## src/rtl/gpio_ahb_arb.sv

```systemverilog
// Two-requester arbiter driving single AHB transfers (IDLE -> ADDR -> DATA).
// Define GPIO_AHB_ARB_RR_EN for round-robin arbitration; the default is fixed priority to requester 0.
module gpio_ahb_arb (
  input  logic        hclk,
  input  logic        hreset,
  input  logic        req0,
  input  logic        req1,
  input  logic [4:0]  addr0,
  input  logic [4:0]  addr1,
  input  logic        we0,
  input  logic        we1,
  input  logic [31:0] wd0,
  input  logic [31:0] wd1,
  output logic        ack0,
  output logic        ack1,
  output logic [31:0] rd,
  output logic [4:0]  haddr,
  output logic        hwrite,
  output logic        hsel,
  output logic [1:0]  htrans,
  output logic [2:0]  hsize,
  output logic [2:0]  hburst,
  output logic [31:0] hwdata,
  input  logic [31:0] hrdata,
  input  logic        hready,
  input  logic [1:0]  hresp
);

  localparam logic [1:0] IDLE = 2'd0;
  localparam logic [1:0] ADDR = 2'd1;
  localparam logic [1:0] DATA = 2'd2;

  logic [1:0]  state;
  logic        win;
  logic        grant;
  logic [31:0] lat_wd;
  logic        unused_hresp;

  // The slave response is not acted upon.
  assign unused_hresp = ^hresp;

`ifdef GPIO_AHB_ARB_RR_EN
  logic last;

  always_comb begin
    grant = 1'b0;
    if (req0 && req1) grant = ~last;
    else              grant = ~req0;
  end

  always_ff @(posedge hclk or posedge hreset) begin
    if (hreset)                            last <= 1'b1;
    else if (state == IDLE && (req0 | req1)) last <= grant;
  end
`else
  always_comb begin
    grant = 1'b0;
    grant = ~req0;
  end
`endif

  always_ff @(posedge hclk or posedge hreset) begin
    if (hreset) begin
      state  <= IDLE;
      win    <= 1'b0;
      haddr  <= '0;
      hwrite <= 1'b0;
      lat_wd <= '0;
      hwdata <= '0;
      rd     <= '0;
      ack0   <= 1'b0;
      ack1   <= 1'b0;
    end else begin
      ack0 <= 1'b0;
      ack1 <= 1'b0;
      case (state)
        IDLE: begin
          if (req0 | req1) begin
            state  <= ADDR;
            win    <= grant;
            haddr  <= grant ? addr1 : addr0;
            hwrite <= grant ? we1   : we0;
            lat_wd <= grant ? wd1   : wd0;
          end
        end
        ADDR: begin
          state  <= DATA;
          hwdata <= lat_wd;
        end
        DATA: begin
          if (hready) begin
            state <= IDLE;
            rd    <= hrdata;
            ack0  <= ~win;
            ack1  <= win;
          end
        end
        default: state <= IDLE;
      endcase
    end
  end

  assign hsel   = (state == ADDR);
  assign htrans = hsel ? 2'b10 : 2'b00;
  assign hsize  = 3'b010;
  assign hburst = 3'b000;

endmodule

```

## config.mk

```make
export PLATFORM = sky130hd
export DESIGN_NAME = gpio_ahb_arb
export DESIGN_NICKNAME = d
export VERILOG_FILES = /design/src/rtl/gpio_ahb_arb.sv
export SDC_FILE = /design/constraint.sdc
export NUM_CORES = 1
export LEC_CHECK = 0
export BUFFER_PORTS_ARGS = -buffer_cell sky130_fd_sc_hd__buf_4
export CAP_MARGIN = 5
export CORE_AREA = 2 2 98 100
export DETAILED_ROUTE_END_ITERATION = 8
export DIE_AREA = 0 0 100 102
export PLACE_DENSITY = 0.83
export SYNTH_ARGS = -nofsm -noshare
export SYNTH_HDL_FRONTEND = slang
export SYNTH_SLANG_ARGS = --single-unit
```

## constraint.sdc

```tcl
create_clock -name hclk -period 8.7 [get_ports hclk]
set_clock_uncertainty 0.2 [all_clocks]
set_input_delay 1.305 -clock hclk [delete_from_list [all_inputs] [get_ports hclk]]
set_output_delay 1.305 -clock hclk [all_outputs]
set_load 0.02 [all_outputs]
```

# After elaboration in Yosys (flattened, before gate mapping)
# Cells that the tools add are included.
dict set report totals {
  register_bits 107
  in_bits 115
  word_cells 31
}
dict set report classes {
  eq_ne 4
  n_mux 11
  bitwise 3
  reduce_logical 4
}
# operator n
set op_table {}
lappend op_table {{32-bit 2-to-1 mux} 1}
lappend op_table {{2-bit 2-to-1 mux} 3}
lappend op_table {{2-bit case mux with 3 select lines} 1}
lappend op_table {{2-bit AND reduction} 3}
lappend op_table {{1-bit 2-to-1 mux} 5}
lappend op_table {{5-bit 2-to-1 mux} 1}
lappend op_table {{2-bit != test (second input constant)} 2}
lappend op_table {{2-bit by 1-bit == test with 1-bit output (second input constant)} 1}
lappend op_table {{2-bit == test (second input constant)} 1}
lappend op_table {{2-bit logical NOT} 1}
lappend op_table {{1-bit inverter} 2}
lappend op_table {{1-bit bitwise OR} 1}

# Longest topological paths before layout
dict set report logic_depth {
  word_depth 3
  depth_mapped 5
  mapped_depth_nobuf 3
}

# Worst setup path before layout
# Ideal clock, no wire load.
dict set report synth_path {
  path_kind {flip-flop to output port}
  start {register state[1]}
  end {output htrans[1]}
  arrival_ns 1.015
  t_required_ns 7.195
  setup_slack_ns 6.180
  stages_incl_launch_ff 5
  n_path_buf 3
  cell_sequence {dfrtp_1 -> nor2b_1 -> buf_2 -> buf_4 -> buf_4}
}
dict set report synth_between {
  elab_chain_cells 2
}
# element line
set synth_lines {}
lappend synth_lines {{start, declared} 33} ;# logic [1:0] state;
lappend synth_lines {{start signal, assigned} 64} ;# state <= IDLE;
lappend synth_lines {{start signal, assigned} 79} ;# state <= ADDR;
lappend synth_lines {{start signal, assigned} 87} ;# state <= DATA;
lappend synth_lines {{2-bit by 1-bit == test with 1-bit output} 103} ;# assign hsel = (state == ADDR);
lappend synth_lines {{named net hsel} 19} ;# output logic hsel,
lappend synth_lines {{2-bit 2-to-1 mux} 104} ;# assign htrans = hsel ? 2'b10 : 2'b00;
lappend synth_lines {{end, declared} 20} ;# output logic [1:0] htrans,
# The timed path passes the listed nets, and every way through them passes these cells.

# Worst setup path in the final report
dict set report layout_path {
  start {register state[0]}
  end {output hsel}
}
dict set report layout_between {
  elab_chain_cells 1
}
# element line
set layout_lines {}
lappend layout_lines {{2-bit by 1-bit == test with 1-bit output} 103}
lappend layout_lines {{end, declared} 19}
# Every way passes these cells.

==> reports/results.txt <==
Top-count cell post-synth -> mux2_2
P_int -> 1.45 mW
Worst-path clk slew -> 0.10 ns
Vias per Instance -> 4.97
Final #Nets -> 581
Final worst slack -> 5.34 ns
Post-synth EDFFs -> 0
Clock buffer depth -> 2
Power per cell area -> 361 nW/um2
Per-cell routed wire length -> 15.8 um
Seq cells post-synth -> 107
Worst R2R Start -> state[1]
I/O pin count -> 196
RSZ-0062 raised after global routing -> false
Tot Pwr -> 2.23 mW
CP dominant cell by count -> buf_4
CP startpoint -> state[0]
Root Driver -> clkbuf_8
Mapped Cells -> 284
DR pass1 iterations -> 4
Clk Latency, worst-skew pair -> 0.35 ns
Sequential area share after synthesis -> 58.7%
Pre-CTS WS -> 5.18 ns
IO buf count -> 186
Comb pwr share -> 47.1%
Switch Pwr -> 781 uW
Share of cells above drive strength 1 -> 74.1%
Sink Count -> 107
Setup crit end -> hsel
Sw frac -> 35.0%
Routed vias -> 2890
Routability Congestion -> 0.679
Pin count of the biggest net entering global routing -> 56
Clk pwr share -> 13.2%
Fillers -> 676
WP buf/inv -> 2
Setup_tns -> 0 ns
Area growth from synthesis to layout -> 35.4%
Post-CTS Resized -> 0
Flop pwr share -> 39.7%
Run status -> completed
Crit path depth -> 3
R2r worst-path depth -> 3
Hold Buf Count CTS -> 0
DRC -> 0
H-tree Lvls -> 3
Syn_area_per_cell -> 16.1 um2
CTS tree -> done
Final core utilization -> 67.8%
Static Leak -> 2.95 nW
Crit-path cells -> nor2b_4, buf_4, buf_4
Setup violations, final -> 0
Congestion Overflow GR -> 0
CP required -> 7.19 ns
Tcrit/Tclk final -> 38.6%
Number of global-route vias before repair -> 2979
First-pass GRT wire length -> 14200 um
Post-DRT Antenna Nets -> 0
Top cells by area, synth -> dfrtp_1, mux2_2, mux2_4
Routed wire length -> 9190 um
Top cell type's share of synthesized area -> 58.7%
Synth warn -> 0
Area leader, netlist -> dfrtp_1
Ant diodes -> 0
CP peak stage delay -> 0.48 ns
Slowest CP cell -> nor2b_4
Die Y -> 102 um
Primary FF master, synth -> dfrtp_1
Slew @ Worst Pin -> 1.07 ns
Synth cell types -> 16
Slew Viols, Final -> 0
Initial Util -> 50.1%
Top cells by count, synth -> mux2_2, dfrtp_1, mux2_4
CP arrival -> 1.85 ns
# Post-CTS Setup Buffers -> 0
Detailed Route Iter0 Violations -> 60
All-Layer GR Usage -> 17.9%
Synthesized cell area -> 4560 um2
Hold Crit Start -> win
Final hold vios -> 0
Top achievable clock speed -> 298 MHz
HP Class -> reg2reg
Die ar. -> 10200 um2
Crit. End Element -> primary output
Peak VDD IR -> 0.000174 V
MaxCap Viol Count -> 0
Slew HR -> 28.7%
Overall die width -> 100 um
Worst hold margin -> 0.274 ns
Critical Path Fanout Max -> 21
Row count -> 35
Worst setup path class -> reg2out
Total CTS buffers -> 9
Detailed placer's ending HPWL -> 6810 um
Final worst path period need -> 3.36 ns
R2r endpoint -> lat_wd[4]
Placeable core area -> 9110 um2
CP delay by family, top -> buffers and inverters
Slack of the worst reg-to-reg path -> 6.47 ns
Asr flop ratio synth -> 100%
Initial antenna violation count -> 0
Critical Path Source Type -> flop
[per-stage QoR]
step / instance area (um2) / instances
floorplan: 4580 / 289
global placement: 5980 / 566
detailed placement: 5980 / 566
CTS: 6180 / 582
global route: 6180 / 582
finish: 6180 / 582
[routing by layer]
metal | routed length (um) | GRT usage (%) | share of wire (%)
met4 | 272 | 8.11 | 3.0
met3 | 479 | 3.76 | 5.2
met1 | 3620 | 21.3 | 39
met2 | 4820 | 31.4 | 52
met5 | 0 | 0 | 0
[area by class of cell]
class                      instances  area [um2]  share of cell area, %
sequential                       107        2680                   43.3
multi-input combinational        157        1740                   28.1
timing repair buffer             189        1420                   23.0
tap                              111         139                   2.25
clock buffer                      10         128                   2.07
clock inverter                     6        66.3                   1.07
inverter                           2        10.0                  0.162
[kinds of logic after synthesis]
family	synth area share, %
compound gates	0.384
buf+inv	3.84
flops	58.7
mux	36.0
other cells	0.165
simple gates	0.905
[power by group through the flow]
stage                     Combinational, mW  Sequential [mW]  Clock [mW]
after global placement                 1.04            0.878           0
after global routing                   1.11            0.920       0.323
after floorplan                       0.472             1.08           0
final                                  1.05            0.887       0.294
after CTS                              1.07            0.890       0.304
after detailed placement               1.07            0.897           0
[how the worst min path moves through the flow]
stage / slack [ns] / endpoint / depth (start not counted)
final: 0.27 / ack0 / 1
after global routing: 0.29 / ack0 / 1
after CTS: 0.26 / ack0 / 1
after detailed placement: 0.26 / ack0 / 1
after global placement: 0.25 / ack0 / 1
after floorplan: 0.23 / ack0 / 1
[cell usage in the layout, fill, tap and decap left out]
| master | instances |
|---|---|
| a21oi_1 | 2 |
| buf_4 | 189 |
| bufinv_16 | 1 |
| clkbuf_1 | 1 |
| clkbuf_8 | 9 |
| clkinv_2 | 1 |
| clkinv_4 | 1 |
| clkinvlp_4 | 3 |
| conb_1 | 7 |
| dfrtp_1 | 107 |
| inv_1 | 1 |
| inv_4 | 1 |
| mux2_2 | 122 |
| mux2_4 | 18 |
| nand3b_1 | 1 |
| nor2_1 | 2 |
| nor2_2 | 1 |
| nor2b_4 | 1 |
| nor3b_1 | 1 |
| o21a_2 | 1 |
| or2_2 | 1 |
[state kept, by name (all words and copies together) (netlist names)]
signal and flops:
hwdata 32, lat_wd 32, rd 32, haddr 5
state 2, ack0 1, ack1 1, hwrite 1
win 1
(Power assumes the default switching activity.)
